## src/rtl/piso_stream_pkg.sv

```systemverilog
// piso_stream_pkg: FSM state type and sizing helper shared by piso_stream_mem
// and its beat selector.
package piso_stream_pkg;

   typedef enum logic {IDLE = 1'b0, SHIFT = 1'b1} piso_state_t;

   // Bits needed to hold a count from 0 to n inclusive (never less than 1).
   function automatic int cnt_width(input int n);
      return (n < 1) ? 1 : $clog2(n + 1);
   endfunction

endpackage

```

## src/rtl/piso_beat_sel.sv

```systemverilog
// piso_beat_sel: combinational mux that picks the NLANES words of one beat
// from the stored word set, honouring the latched serial direction.
module piso_beat_sel
#(
   parameter int IWIDTH  = 10,
   parameter int NINPUTS = 8,
   parameter int NLANES  = 1,
   parameter int BIW     = 1
) (
   input  logic [NINPUTS-1:0][IWIDTH-1:0] words_i,
   input  logic [BIW-1:0]                 beat_i,
   input  logic                           dir_i,
   output logic [NLANES-1:0][IWIDTH-1:0]  beat_o
);

   // Word w sits at serial position w (dir=0) or NINPUTS-1-w (dir=1).
   always_comb begin
      beat_o = '0;
      for (int l = 0; l < NLANES; l++) begin
         for (int w = 0; w < NINPUTS; w++) begin
            if (int'(beat_i) * NLANES + l == (dir_i ? (NINPUTS - 1 - w) : w)) begin
               beat_o[l] = words_i[w];
            end
         end
      end
   end

endmodule

```

## src/rtl/piso_stream_mem.sv

```systemverilog
// piso_stream_mem: parallel-in/serial-out buffer streaming NLANES words per beat.
// Optional synchronous clear port clr_i when PISO_STREAM_CLR_EN is defined.
module piso_stream_mem
   import piso_stream_pkg::*;
#(
   parameter int  IWIDTH  = 10,
   parameter int  NINPUTS = 8,
   parameter int  NLANES  = 1,
   localparam int NBEATS  = NINPUTS / NLANES,
   localparam int RW      = cnt_width(NBEATS)
) (
   input  logic                           clk_i,
   input  logic                           rst_ni,
`ifdef PISO_STREAM_CLR_EN
   input  logic                           clr_i,
`endif
   input  logic                           load_valid_i,
   output logic                           load_ready_o,
   input  logic [NINPUTS-1:0][IWIDTH-1:0] in_i,
   input  logic                           dir_i,
   output logic                           out_valid_o,
   input  logic                           out_ready_i,
   output logic [NLANES-1:0][IWIDTH-1:0]  out_o,
   output logic                           out_last_o,
   output logic [RW-1:0]                  remaining_o,
   output piso_state_t                    state_o
);

   localparam logic [RW-1:0] NBEATS_R = RW'(NBEATS);

   piso_state_t                    state_q, state_d;
   logic [NINPUTS-1:0][IWIDTH-1:0] words_q, words_d;
   logic                           dir_q, dir_d;
   logic [RW-1:0]                  rem_q, rem_d;
   logic [RW-1:0]                  beat_idx;
   logic [NLANES-1:0][IWIDTH-1:0]  beat_w;
   logic                           clr_w;

`ifdef PISO_STREAM_CLR_EN
   assign clr_w = clr_i;
`else
   assign clr_w = 1'b0;
`endif

   // Beats already accepted = index of the beat currently on out_o.
   assign beat_idx    = NBEATS_R - rem_q;
   assign out_last_o  = (state_q == SHIFT) && (rem_q == RW'(1));
   assign out_o       = (state_q == SHIFT) ? beat_w : '0;
   assign remaining_o = rem_q;
   assign state_o     = state_q;

   piso_beat_sel #(
      .IWIDTH  (IWIDTH),
      .NINPUTS (NINPUTS),
      .NLANES  (NLANES),
      .BIW     (RW)
   ) u_beat_sel (
      .words_i (words_q),
      .beat_i  (beat_idx),
      .dir_i   (dir_q),
      .beat_o  (beat_w)
   );

   always_comb begin
      state_d      = state_q;
      words_d      = words_q;
      dir_d        = dir_q;
      rem_d        = rem_q;
      out_valid_o  = 1'b0;
      load_ready_o = 1'b0;
      case (state_q)
         IDLE: begin
            load_ready_o = 1'b1;
         end
         SHIFT: begin
            out_valid_o  = 1'b1;
            load_ready_o = out_last_o && out_ready_i;
            if (out_ready_i && (rem_q != '0)) begin
               rem_d = rem_q - RW'(1);
               if (out_last_o) state_d = IDLE;
            end
         end
         default: state_d = IDLE;
      endcase
      if (clr_w) load_ready_o = 1'b0;
      // A load accepted on the final beat overrides the return to IDLE.
      if (load_valid_i && load_ready_o) begin
         words_d = in_i;
         dir_d   = dir_i;
         rem_d   = NBEATS_R;
         state_d = SHIFT;
      end
      if (clr_w) begin
         state_d = IDLE;
         rem_d   = '0;
      end
   end

   always_ff @(posedge clk_i or negedge rst_ni) begin
      if (!rst_ni) begin
         state_q <= IDLE;
         words_q <= '0;
         dir_q   <= 1'b0;
         rem_q   <= '0;
      end else begin
         state_q <= state_d;
         words_q <= words_d;
         dir_q   <= dir_d;
         rem_q   <= rem_d;
      end
   end

endmodule

```

## config.mk

```make
export PLATFORM = sky130hd
export DESIGN_NAME = piso_stream_mem
export DESIGN_NICKNAME = d
export VERILOG_FILES = /design/src/rtl/piso_stream_pkg.sv /design/src/rtl/piso_beat_sel.sv /design/src/rtl/piso_stream_mem.sv
export SDC_FILE = /design/constraint.sdc
export NUM_CORES = 1
export LEC_CHECK = 0
export ABC_AREA = 1
export BUFFER_PORTS_ARGS = -buffer_cell sky130_fd_sc_hd__buf_2
export CAP_MARGIN = 10
export CORE_MARGIN = 1
export CORE_UTILIZATION = 58
export CTS_CLUSTER_DIAMETER = 30
export DETAILED_ROUTE_END_ITERATION = 6
export PLACE_DENSITY = 0.85
export REMOVE_ABC_BUFFERS = 1
export SLEW_MARGIN = 10
export SYNTH_ARGS = -nofsm -noshare
export SYNTH_HDL_FRONTEND = slang
export SYNTH_HIERARCHICAL = 1
export SYNTH_SLANG_ARGS = --single-unit
```

## constraint.sdc

```tcl
create_clock -name clk_i -period 5.79 [get_ports clk_i]
set_input_delay 0.579 -clock clk_i [delete_from_list [all_inputs] [get_ports clk_i]]
set_output_delay 0.579 -clock clk_i [all_outputs]
set_load 0.01 [all_outputs]
```

==> results by group <==
Worst setup path
  – CP Cell Sequence: inv_1 > ha_1 > inv_1 > nand2_1 > nand2_1 > nor2_1 > nand2_1 > clkinv_1 > nand2_1 > nand4_1 > nand2_1 > inv_1 > buf_2
  – CP Data Arrival Time: 2.92 ns
  – WP data required: 5.21 ns
  – Reg2reg setup slack: 2.62 ns
  – WP buf/inv: 5
  – Critical Path Stages: 13
  – Startpoint types: register
  – Crit. End Element: output pin
  – Worst setup path class: register to output pin
  – Slowest cell delay on critical path: 0.56 ns
  – Most Frequent Cell on Critical Path: nand2_1
  – Crit-path max FO: 11
  – CP delay by family, top: simple AND/OR/NAND/NOR gates
  – R2R depth: 9
  – Worst-path cell with the longest stage delay: nor2_1

Global route
  – Initial antenna violation count: 0
  – Met1 usage: 37.9%
  – Gr ovfl total: 0
  – Busiest layer in global routing: met2
  – Largest net degree at the start of global routing: 87
  – Met2 GRT Util: 49.1%
  – Vias in the first global route: 3865
  – Tot GR Track Use: 29.2%
  – First-pass GRT wire length: 17.7 mm
  – Met3 Usage GRT: 6.28%

STA
  – Final min period: 3.49 ns
  – Final worst-path cycle share: 60.4%
  – Max Slew Vio Count: 0
  – F_max: 286 MHz
  – Final Hold Slack: 0.400 ns
  – Setup ws final: 2.30 ns
  – Worst slew pin tran: 1.06 ns
  – Max_slew headroom: 29.6%
  – Final TNS setup: 0 ns
  – Skew final: 0.00793 ns
  – Final setup viols: 0
  – RSZ-0062 raised after global routing: false
  – Count of final hold-check violations: 0

Synthesis
  – Adder-Cell Fraction of Synth Area: 0.564%
  – Synth Cell Area: 4440 sq um
  – Largest family of logic cells by synthesized area: simple AND/OR/NAND/NOR gates
  – Synth Area per Inst: 7.62 sq um
  – Post-synthesis mux area share: 0%
  – Post-Synth Simple-Gate Area: 41.4%
  – Yosys cell types: 26
  – Synth Area in XOR/XNOR: 0.197%
  – Yosys warns: 6
  – Post-synthesis sequential area ratio: 48.5%
  – Synthesized instance count: 582
  – Register bit total from synthesis: 86
  – Compound-Gate Fraction of Synth Area: 1.89%

Final layout
  – Commonest non-fill, non-tap cell in the layout: nand2_1
  – Area added between synthesis and finish: 15.1%
  – Layout cells sized above 1: 20.7%
  – Multi-input gate area: 1960 sq um
  – # fillers: 597
  – Most frequent cells in the layout: nand2_1 (242), nand3_1 (135), buf_2 (101)
  – Antenna Cells: 0
  – Final nets: 749
  – Register area: 2150 sq um

Power
  – Combinational power share: 49.3%
  – Clock power frac: 15.8%
  – Leakage power: 0.00288 uW
  – Seq pwr share: 34.9%
  – Sw Ratio: 45.9%
  – Psw: 1400 uW
  – P per Cell Area: 598 nW/um^2
  – Power Internal: 1650 uW
  – VDD IR-drop max: 0.283 mV

Floorplanning
  – DIE AREA: 8000 sq um
  – Rows: 31
  – Die width: 89.5 microns
  – I/O pins: 103
  – Initial Util: 60.5%
  – Die height: 89.5 microns
  – Core Box Area: 7330 sq um

Routing
  – Via density: 5.46
  – Via count: 4181
  – Routed length per instance: 14.0 microns
  – Routed WL: 10.7 mm
  – Drt pass-1 iters: 5
  – Initial DRC count: 374
  – DRC viols: 0
  – Post-route antenna net violation count: 0

Clock network
  – CTS H-tree lvls: 3
  – CTS root buffer: clkbuf_8
  – Clock latency on the worst-skew pair: 0.36 ns
  – Clk slew on worst S/H paths: 0.09 ns
  – CTS tree: done
  – Inserted Clock Buffers: 9
  – Sink Count: 86
  – Setup repair bufs after CTS: 0
  – CTS Buffer Depth: 2
  – Post-CTS Hold Buffers: 0
  – Post-CTS Resized: 0

Hold path
  – Hold WC Path Type: input pin to asynchronous set/reset pin

Outcome
  – Status: finished, final reports clean

Place
  – Final HPWL DP: 7.08 mm
  – Pre-CTS WS: 2.68 ns
  – Routability Congestion: 0.862
  – IO Port Bufs: 102

Job
  – # Max-Cap Violations: 0
per-layer routing:
metal | vias to the layer above | routed length, microns
li1 | 2033 | -
met1 | 1955 | 4470
met2 | 165 | 5310
met3 | 28 | 731
met4 | 0 | 227
met5 | - | 0
area by class of cell:
class / count / share of cell area, %
sequential: 86 / 42.2
multi-input combinational: 434 / 38.4
timing repair buffer: 106 / 10.6
clock buffer: 10 / 2.70
tap: 99 / 2.43
clock inverter: 6 / 1.84
inverter: 25 / 1.84
power by group through the flow:
stage	Clock, uW	Combinational, uW	Sequential (uW)
4_1_cts	485	1500	1060
3_3_place_gp	0	1430	1060
5_1_grt	509	1710	1090
3_5_place_dp	0	1480	1060
6_report	481	1500	1070
2_1_floorplan	0	1040	1010
synth_stat cells:
cell type	number	share of area, %
nand2_1	244	21
nand3_1	135	15
dfrtp_1	86	49
inv_1	21	1.8
nor2_1	17	1.4
buf_2	14	1.6
clkbuf_1	9	0.76
nand4_1	9	1.3
o21bai_1	9	1.5
buf_6	8	2.0
buf_4	5	0.85
nand2_2	4	0.56
nor2_2	3	0.42
clkinv_1	2	0.17
ha_1	2	0.56
inv_2	2	0.17
nand3b_1	2	0.34
nor3_4	2	0.73
a21oi_2	1	0.20
buf_1	1	0.085
nand2_4	1	0.25
nor2_4	1	0.25
nor3_1	1	0.11
o211ai_1	1	0.17
or2_1	1	0.14
xnor2_1	1	0.20
path summary, 6_finish.rpt:
path / endpoint / startpoint
worst min-delay path: words_q[77] / rst_ni
worst min register to register: words_q[74] / words_q[74]
worst max register to register: words_q[23] / state_o
worst max-delay path: out_o[4] / remaining_o[0]
min in group clk_i: words_q[10] / in_i[10]
max in group asynchronous: words_q[38] / rst_ni
stage by stage:
step | power [uW] | area (sq um) | utilization [%] | cells
floorplan | 2050 | 4200 | - | 545
global placement | 2490 | 4870 | 66.5 | 750
detailed placement | 2540 | 4870 | 66.5 | 750
CTS | 3040 | 5100 | 69.6 | 766
global route | 3310 | 5100 | 69.6 | 766
finish | 3050 | 5100 | 69.6 | 766
flip-flops by register name (all words and copies together) (netlist names):
name	flops
dir_q	1
state_o	1
remaining_o	4
words_q	80
kinds of logic after synthesis:
group,Yosys count
flops,86
xor+xnor,1
fa+ha+maj,2
buf+inv,62
simple gates,420
compound gates,11
Power figures use the tool's default switching activity.
